## src/rtl/cmd_pkg.sv

```systemverilog
// cmd_pkg: opcodes, FSM state/phase enums and opcode legality shared by both ends of the command link
package cmd_pkg;
  localparam logic [7:0] ADD = 8'h0A;
  localparam logic [7:0] SUB = 8'h0B;
  localparam logic [7:0] AND = 8'h0C;
  localparam logic [7:0] OR  = 8'h0D;
  typedef enum logic [2:0] {IDLE, SEND_CMD, SEND_A, SEND_B, WAIT_RES} state_t;
  typedef enum logic [1:0] {ISSUE, ACK, DRAIN} phase_t;
  function automatic logic legal_op(input logic [7:0] op);
    return op inside {ADD, SUB, AND, OR};
  endfunction
endpackage

```

## src/rtl/cmd_ref_alu.sv

```systemverilog
// cmd_ref_alu: combinational 8-bit expected-result ALU (modulo 256)
module cmd_ref_alu
  import cmd_pkg::*;
(
  input  logic [7:0] op,
  input  logic [7:0] a,
  input  logic [7:0] b,
  output logic [7:0] y
);
  always_comb y = op == ADD ? a + b : op == SUB ? a - b : op == AND ? a & b : op == OR ? a | b : 8'h00;
endmodule

```

## src/rtl/cmd_issue.sv

```systemverilog
// cmd_issue: serialises CMD/A/B to the UART TX, waits for one result byte with timeout
// Optional result checker enabled by defining CMD_CHECK_EN (adds check_fail port).
module cmd_issue
  import cmd_pkg::*;
#(
  parameter logic [15:0] TIMEOUT_CYCLES = 16'd50000
) (
  input  logic       clk,
  input  logic       res,
  input  logic       req,
  input  logic [7:0] cmd_in,
  input  logic [7:0] a_in,
  input  logic [7:0] b_in,
  output logic       busy,
  output logic [7:0] tx_data,
  output logic       tx_en,
  input  logic       tx_busy,
  input  logic [7:0] rx_data,
  input  logic       rx_en,
  output logic [7:0] result,
  output logic       result_valid,
  output logic       err_cmd,
  output logic       err_timeout
`ifdef CMD_CHECK_EN
  ,
  output logic       check_fail
`endif
);
  state_t state, state_d;
  phase_t phase, phase_d;
  logic [15:0] cnt, cnt_d;
  logic [7:0] cmd_q, a_q, b_q, cmd_d, a_d, b_d, result_d;
  logic rv_d, ec_d, et_d;
  assign busy = state inside {SEND_CMD, SEND_A, SEND_B, WAIT_RES};
  always_comb begin
    state_d  = state;
    phase_d  = phase;
    cnt_d    = cnt;
    cmd_d    = cmd_q;
    a_d      = a_q;
    b_d      = b_q;
    result_d = result;
    rv_d     = 1'b0;
    ec_d     = 1'b0;
    et_d     = 1'b0;
    tx_en    = 1'b0;
    tx_data  = 8'h00;
    case (state)
      IDLE: if (req) begin
        if (legal_op(cmd_in)) begin
          cmd_d   = cmd_in;
          a_d     = a_in;
          b_d     = b_in;
          state_d = SEND_CMD;
          phase_d = ISSUE;
        end else ec_d = 1'b1;
      end
      SEND_CMD, SEND_A, SEND_B: begin
        tx_data = state == SEND_CMD ? cmd_q : state == SEND_A ? a_q : b_q;
        case (phase)
          ISSUE: if (!tx_busy) begin
            tx_en   = 1'b1;
            phase_d = ACK;
          end
          ACK: if (tx_busy) phase_d = DRAIN;
          DRAIN: if (!tx_busy) begin
            phase_d = ISSUE;
            cnt_d   = '0;
            state_d = state == SEND_CMD ? SEND_A : state == SEND_A ? SEND_B : WAIT_RES;
          end
          default: phase_d = ISSUE;
        endcase
      end
      WAIT_RES: begin
        // a reply arriving on the terminal-count cycle still counts as a reply
        if (rx_en) begin
          result_d = rx_data;
          rv_d     = 1'b1;
          state_d  = IDLE;
        end else if (cnt == TIMEOUT_CYCLES - 16'd1) begin
          et_d    = 1'b1;
          state_d = IDLE;
        end else cnt_d = cnt + 16'd1;
      end
      default: begin
        state_d = IDLE;
        phase_d = ISSUE;
      end
    endcase
  end
  always_ff @(posedge clk or negedge res) begin
    if (!res) begin
      state        <= IDLE;
      phase        <= ISSUE;
      cnt          <= '0;
      cmd_q        <= '0;
      a_q          <= '0;
      b_q          <= '0;
      result       <= '0;
      result_valid <= 1'b0;
      err_cmd      <= 1'b0;
      err_timeout  <= 1'b0;
    end else begin
      state        <= state_d;
      phase        <= phase_d;
      cnt          <= cnt_d;
      cmd_q        <= cmd_d;
      a_q          <= a_d;
      b_q          <= b_d;
      result       <= result_d;
      result_valid <= rv_d;
      err_cmd      <= ec_d;
      err_timeout  <= et_d;
    end
  end
`ifdef CMD_CHECK_EN
  logic [7:0] exp_res;
  cmd_ref_alu u_alu (.op(cmd_q), .a(a_q), .b(b_q), .y(exp_res));
  always_ff @(posedge clk or negedge res) begin
    if (!res) check_fail <= 1'b0;
    else check_fail <= state == WAIT_RES && rx_en && rx_data != exp_res;
  end
`endif
endmodule

```

## config.mk

```make
export PLATFORM = sky130hd
export DESIGN_NAME = cmd_issue
export DESIGN_NICKNAME = d
export VERILOG_FILES = /design/src/rtl/cmd_pkg.sv /design/src/rtl/cmd_ref_alu.sv /design/src/rtl/cmd_issue.sv
export SDC_FILE = /design/constraint.sdc
export NUM_CORES = 1
export LEC_CHECK = 0
export ABC_CLOCK_PERIOD_IN_PS = 2600
export CORE_ASPECT_RATIO = 0.7
export CORE_UTILIZATION = 35
export CTS_CLUSTER_SIZE = 30
export DETAILED_ROUTE_END_ITERATION = 8
export GPL_TIMING_DRIVEN = 0
export PLACE_DENSITY = 0.61
export SLEW_MARGIN = 20
export SYNTH_ARGS = -nofsm -noshare
export SYNTH_HDL_FRONTEND = slang
export SYNTH_SLANG_ARGS = --single-unit
```

## constraint.sdc

```tcl
create_clock -name clk -period 2.6 [get_ports clk]
set_input_delay 0.78 -clock clk [delete_from_list [all_inputs] [get_ports clk]]
set_output_delay 0.78 -clock clk [all_outputs]
set_load 0.1 [all_outputs]
```

==> metrics.yaml, run 1 <==
outcome:
  status: "finished, final reports clean"
detailed_routing:
  wl_per_cell_um: 14.8
  via_count: 2000
  drt-total-wl_mm: 5.88
  vias_per_cell: 5.04
  drc: 0
  firstDrtPassIters: 4
  drt_iter0_drc: 46
  ant_nets: 0
critical_path:
  crit_path_start_kind: "input pin"
  cp-startpoint: "tx_busy"
  reg2reg_from: "state[0]"
  crit_path_max_fanout: 6
  worstPathArrival_ps: 1770
  crit_type: "in2out"
  crit_required_ps: 1820
  end_kind: "primary output"
die:
  die_x_um: 106
  core-area_sq_mm: 0.00729
  die_h_um: 74.5
  rows: 26
  ioPinCount: 58
  die_area_sq_mm: 0.00787
  start_util_pct: 36.1
clocking:
  tritoncts: "done"
  cts.reportedPaths.clkPinSlew_ps: 100
  clk_latency_ps: 300
  htree_num_levels: 2
  cts_buffers: 5
  cts_setup_buffers: 0
  clockRootBuffer: "clkbuf_8"
  clkSinkCount: 56
  clockBufferDepth: 2
sta:
  min_period_over_period_pct: 98.3
  worst_pin_slew_ps: 986
  fin_crit_ps: 2550
  fin_tns_setup_ps: 0
  relSlewSlack_pct: 34.1
  rsz0062_at_grt: "true"
  setup_viol: 0
  hold_violations: 0
  max_freq_ghz: 0.391
  finalMaxSlewViolations: 0
  timing.final.ws_setup_ps: 45.1
  clock-skew-final_ps: 5.90
  hold_ws_ps: 316
power_and_ir_drop:
  ir_drop_mv: 0.518
  p_sw_mw: 1.19
  swShare_pct: 41.8
  seqPwrFrac_pct: 37.2
  power.density_mw_per_mm2: 779
  total_power_mw: 2.84
  p_int_mw: 1.66
  comb_power_share_pct: 42.9
  clockPowerShare_pct: 19.9
  p_leak_nw: 1.75
placement:
  dp_worst_setup_slack_ps: -1280
  gp_congestion: 0.820
  dp_hpwl_mm: 4.24
  port_buffers: 57
  place_area_sq_mm: 0.00342
  dp_cells: 389
cells_and_area:
  stdcell_area_sq_mm: 0.00365
  utilization_pct: 50.1
  drive_gt1_share_pct: 26.8
  final_cells: 397
  layout_common_cells: "dfrtp_1, mux2_2, clkdlybuf4s50_1"
  area_growth_pct: 38.9
  diodes: 0
  final_nets: 336
  final_common_cell: "dfrtp_1"
yosys:
  yosys_warnings: 0
  synth_top_cell_area_share_pct: 53.3
  ys_seq_area_share_pct: 53.3
  yosysTopAreaCell: "dfrtp_1"
  syn_nets: 271
  synth_area_leaders: "dfrtp_1, mux2_2, nor2_1, a22oi_1, xor2_1"
  synth_edf_count: 0
  syn_inst: 233
  ys_ff_latch: 56
  syn_area_per_cell_sq_um: 11.3
  synthesis.area_sq_mm: 0.00263
  ys_types: 43
  ys.flop_type: "dfrtp_1"
  ys_async_sr_fraction_pct: 100
global_routing:
  grt.total_usage_pct: 15.4
  antenna_found_initial: 0
  grt_max_degree: 44
  grt_pass1_wl_mm: 9.35
  overflow: 0
  grt_pass1_vias: 1898
min_path:
  hp-class: "in2async"
run:
  cap_viol_max_count: 0
[registers in the layout, indices dropped and copies added (netlist names)]
name          flops
cmd_q             8
cnt              16
a_q               8
b_q               8
phase             2
state             3
err_timeout       1
result_valid      1
result            8
err_cmd           1
[power groups by stage]
stage	Clock, mW	Sequential, mW	Combinational [mW]
2_1_floorplan	0	1.31	0.577
3_3_place_gp	0	1.06	1.13
3_5_place_dp	0	1.06	1.13
4_1_cts	0.584	1.06	1.20
5_1_grt	0.619	1.07	1.28
6_report	0.566	1.06	1.22
[synth_stat cells, types with 4 or more instances]
cell      count
a22oi_1       8
and2_1        4
nand4_1       7
a21oi_1       5
nor2_1       26
dfrtp_1      56
nand2_1      12
o21ai_0       6
mux2_2       35
nand3_1       8
clkbuf_1      6
and3_1        6
xor2_1        6
[cell type report]
| class | instances | area (sq um) |
|---|---|---|
| fillers | 672 | 3640 |
| flip-flops and latches | 56 | 1400 |
| multi-input cells | 166 | 1280 |
| repair buffers | 58 | 677 |
| well taps | 98 | 123 |
| clock buffers | 6 | 72.6 |
| plain buffers | 9 | 57.6 |
| clock inverters | 2 | 35.0 |
| inverters | 2 | 7.51 |
[path summary, 6_finish.rpt]
check | depth (start not counted) | end | slack, ps
min in group clk | 1 | cmd_q[3] | 470
max in group asynchronous | 2 | state[1] | 1810
min reg2reg | 1 | cmd_q[3] | 470
max reg2reg | 6 | cnt[3] | 520
min | 1 | b_q[3] | 320
max | 4 | tx_en | 50
[cells by family (layout without fill, tap and decap cells)]
logic type / after synthesis / after routing / synth area share [%]
mux: 35 / 35 / 15.0
buf+inv: 11 / 77 / 1.62
flops: 56 / 56 / 53.3
xor+xnor: 9 / 9 / 3.00
fa+ha+maj: 1 / 1 / 0.476
simple gates: 86 / 86 / 17.5
compound gates: 35 / 35 / 9.14
[critical path, cell delays in order]
cell and delay (ps):
buf_2 140, or4_4 540, nor2_4 140, buf_12 180
[what timing repair did]
| item | 4_1_cts | 5_1_grt |
|---|---|---|
| hold buffers | 0 | 0 |
| endpoints found under the setup margin | 16 | 31 |
| pin swaps | 3 | 1 |
| resized for setup | 100 | 17 |
[per-layer routing]
layer | vias up | GRT usage (%) | part of all wire [%] | routed length [um]
li1 | 975 | - | - | -
met1 | 974 | 23.2 | 52 | 3050
met2 | 49 | 22.0 | 43 | 2510
met3 | 2 | 4.38 | 5.1 | 299
met4 | 0 | 2.78 | 0.39 | 23
met5 | - | 0 | 0 | 0
Power figures use the tool's default switching activity.
==> run 2, diff against run 1 <==
GPL_TIMING_DRIVEN = default   (was 0)
TNS_END_PERCENT = 30   (was default)
==> metrics.yaml, run 2 (same netlist as run 1, synthesis figures left out) <==
detailed_routing:
  ant_nets: 0  # unchanged
  vias_per_cell: 5.14  # +2.0%
  drt-total-wl_mm: 5.80  # -1.4%
  wl_per_cell_um: 14.4  # -2.9%
  drc: 0  # unchanged
  via_count: 2070  # +3.5%
  drt_iter0_drc: 97  # +110%
  firstDrtPassIters: 4  # unchanged
power_and_ir_drop:
  p_leak_nw: 1.69  # -3.2%
  ir_drop_mv: 0.475  # -8.3%
  power.density_mw_per_mm2: 795  # +2.0%
  total_power_mw: 2.93  # +3.2%
clocking:
  cts_buffers: 5  # unchanged
  clockBufferDepth: 2  # unchanged
  htree_num_levels: 2  # unchanged
  hold_buffers: 0  # unchanged
  cts.reportedPaths.clkPinSlew_ps: 100  # about the same
  clkSinkCount: 56  # unchanged
  clk_latency_ps: 310  # about the same
  clockRootBuffer: "clkbuf_8"
  tritoncts: "done"
cells_and_area:
  largest_reg_flops: 16  # unchanged
  stdcell_area_sq_mm: 0.00369  # +1.2%
  top_register: "cnt"
  diodes: 0  # unchanged
  multi_input_area_sq_mm: 0.00124  # -2.5%
  utilization_pct: 50.7  # +0.58 points
  final_nets: 342  # +1.8%
  layout_common_cells: "dfrtp_1, mux2_2, clkdlybuf4s50_1"
  final_common_cell: "dfrtp_1"
  drive_gt1_share_pct: 32.8  # +6.0 points
  final_cells: 403  # +1.5%
  area_growth_pct: 40.5
  regArea_sq_mm: 0.00140  # unchanged
  fillers: 674  # +0.30%
sta:
  rsz0062_at_grt: "false"
  worst_pin_slew_ps: 433  # -553 ps
  min_period_over_period_pct: 97.2  # -1.0 points
  hold_ws_ps: 393  # +77.7 ps
  setup_viol: 0  # unchanged
  fin_tns_setup_ps: 0  # unchanged
  clock-skew-final_ps: 7.58  # +1.68 ps
  timing.final.ws_setup_ps: 72.3  # +27.2 ps
  max_freq_ghz: 0.396  # +1.1%
  hold_violations: 0  # unchanged
  relSlewSlack_pct: 70.7  # +37 points
  finalMaxSlewViolations: 0  # unchanged
  fin_crit_ps: 2530  # -27.2 ps
critical_path:
  cp_top_family: "simple AND/OR/NAND/NOR gates"
  crit_slowest_cell: "or4_4"
  crit_path_start_kind: "input pin"
  worstPathArrival_ps: 1750  # -20 ps
  r2r_cells: 6  # unchanged
  cp-startpoint: "tx_busy"
  crit_end: "tx_en"
  crit_chain: "buf_2, or4_4, nor2_4, buf_12"
  crit_required_ps: 1820  # about the same
  path_depth: 4  # unchanged
  worst_r2r_endpoint: "cnt[7]"
  r2r_slack_ps: 520  # about the same
  crit_path_max_fanout: 2  # -4
  path_buf_inv: 2  # unchanged
  end_kind: "primary output"
  slowest_delay_ps: 550  # about the same
  reg2reg_from: "state[2]"
  crit_type: "in2out"
global_routing:
  grt_pass1_wl_mm: 9.38  # +0.30%
  antenna_found_initial: 0  # unchanged
  grt.total_usage_pct: 15.2  # -0.14 points
  grt_pass1_vias: 1909  # +0.58%
  grt_max_degree: 40  # -9.1%
  overflow: 0  # unchanged
die:
  start_util_pct: 36.1  # unchanged
  rows: 26  # unchanged
  die_area_sq_mm: 0.00787  # unchanged
  core-area_sq_mm: 0.00729  # unchanged
  die_h_um: 74.5  # unchanged
  die_x_um: 106  # unchanged
  ioPinCount: 58  # unchanged
run:
  cap_viol_max_count: 0  # unchanged
outcome:
  status: "finished, final reports clean"
placement:
  place_area_sq_mm: 0.00355  # +3.9%
  dp_worst_setup_slack_ps: -239  # +1040 ps
  gp_congestion: 0.847  # +3.2%
  dp_hpwl_mm: 4.10  # -3.5%
  dp_cells: 395  # +1.5%
  port_buffers: 57  # unchanged
min_path:
  hp-class: "in2async"
run 2: cell count changes in the layout (fill, tap and decap cells not counted), moves of 2 or more:
cell            change
a22oi_1             -2
a22oi_2             +2
buf_12              +7
buf_4              +22
buf_6               -2
buf_8               -3
clkbuf_1            -3
clkbuf_2            -3
clkbuf_8            +2
dlygate4sd2_1       -3
dlymetal6s2s_1      -7
nor2_2              +6
nor2_4              -7
run 2: worst reg2reg max path, stage by stage (launching register included):
cell,delay [ps]
dfrtp_1,380
buf_4,370
or4b_1,490
o41ai_2,80
o21ai_2,160
or3_1,370
a21oi_1,160
run 2: worst min path at each step:
stage,from,to,slack (ps)
6_report,res,cnt[6],390
5_1_grt,res,err_timeout,410
4_1_cts,res,cnt[6],400
3_5_place_dp,cmd_q[3],cmd_q[3],460
3_3_place_gp,cmd_q[3],cmd_q[3],450
2_1_floorplan,cmd_q[3],cmd_q[3],430
run 2: per-layer routing:
layer | track usage [%] | wire (um) | vias up
li1 | - | - | 994
met5 | 0 | 0 | -
met1 | 22.8 | 2930 | 1001
met3 | 3.33 | 315 | 4
met4 | 4.17 | 33 | 0
met2 | 22.2 | 2510 | 71
run 2: layout make-up:
type,count,area share [%]
sequential,56,38.0
multi-input combinational,166,33.7
timing repair buffer,73,21.4
tap,98,3.32
clock buffer,7,2.61
clock inverter,1,0.813
inverter,2,0.203
run 2: what timing repair did:
action / in CTS / in global routing
pin swaps: 2 / 0
cloned: 0 / 0
buffers inserted: 0 / 0
resized for setup: 7 / 2
endpoints found under the hold margin: 0 / 0
endpoints found under the setup margin: 9 / 2
run 2: power breakdown:
part / internal [mW] / leakage [nW] / total [mW] / switching (mW)
combinational: 0.432 / 0.859 / 1.24 / 0.806
clock: 0.340 / 0.0645 / 0.622 / 0.282
sequential: 0.972 / 0.770 / 1.07 / 0.102
==> run 3, diff against run 2 <==
CAP_MARGIN = 40   (was default)
==> results of run 3 <==
Final layout, timing and power as in run 2 (identical DEF).
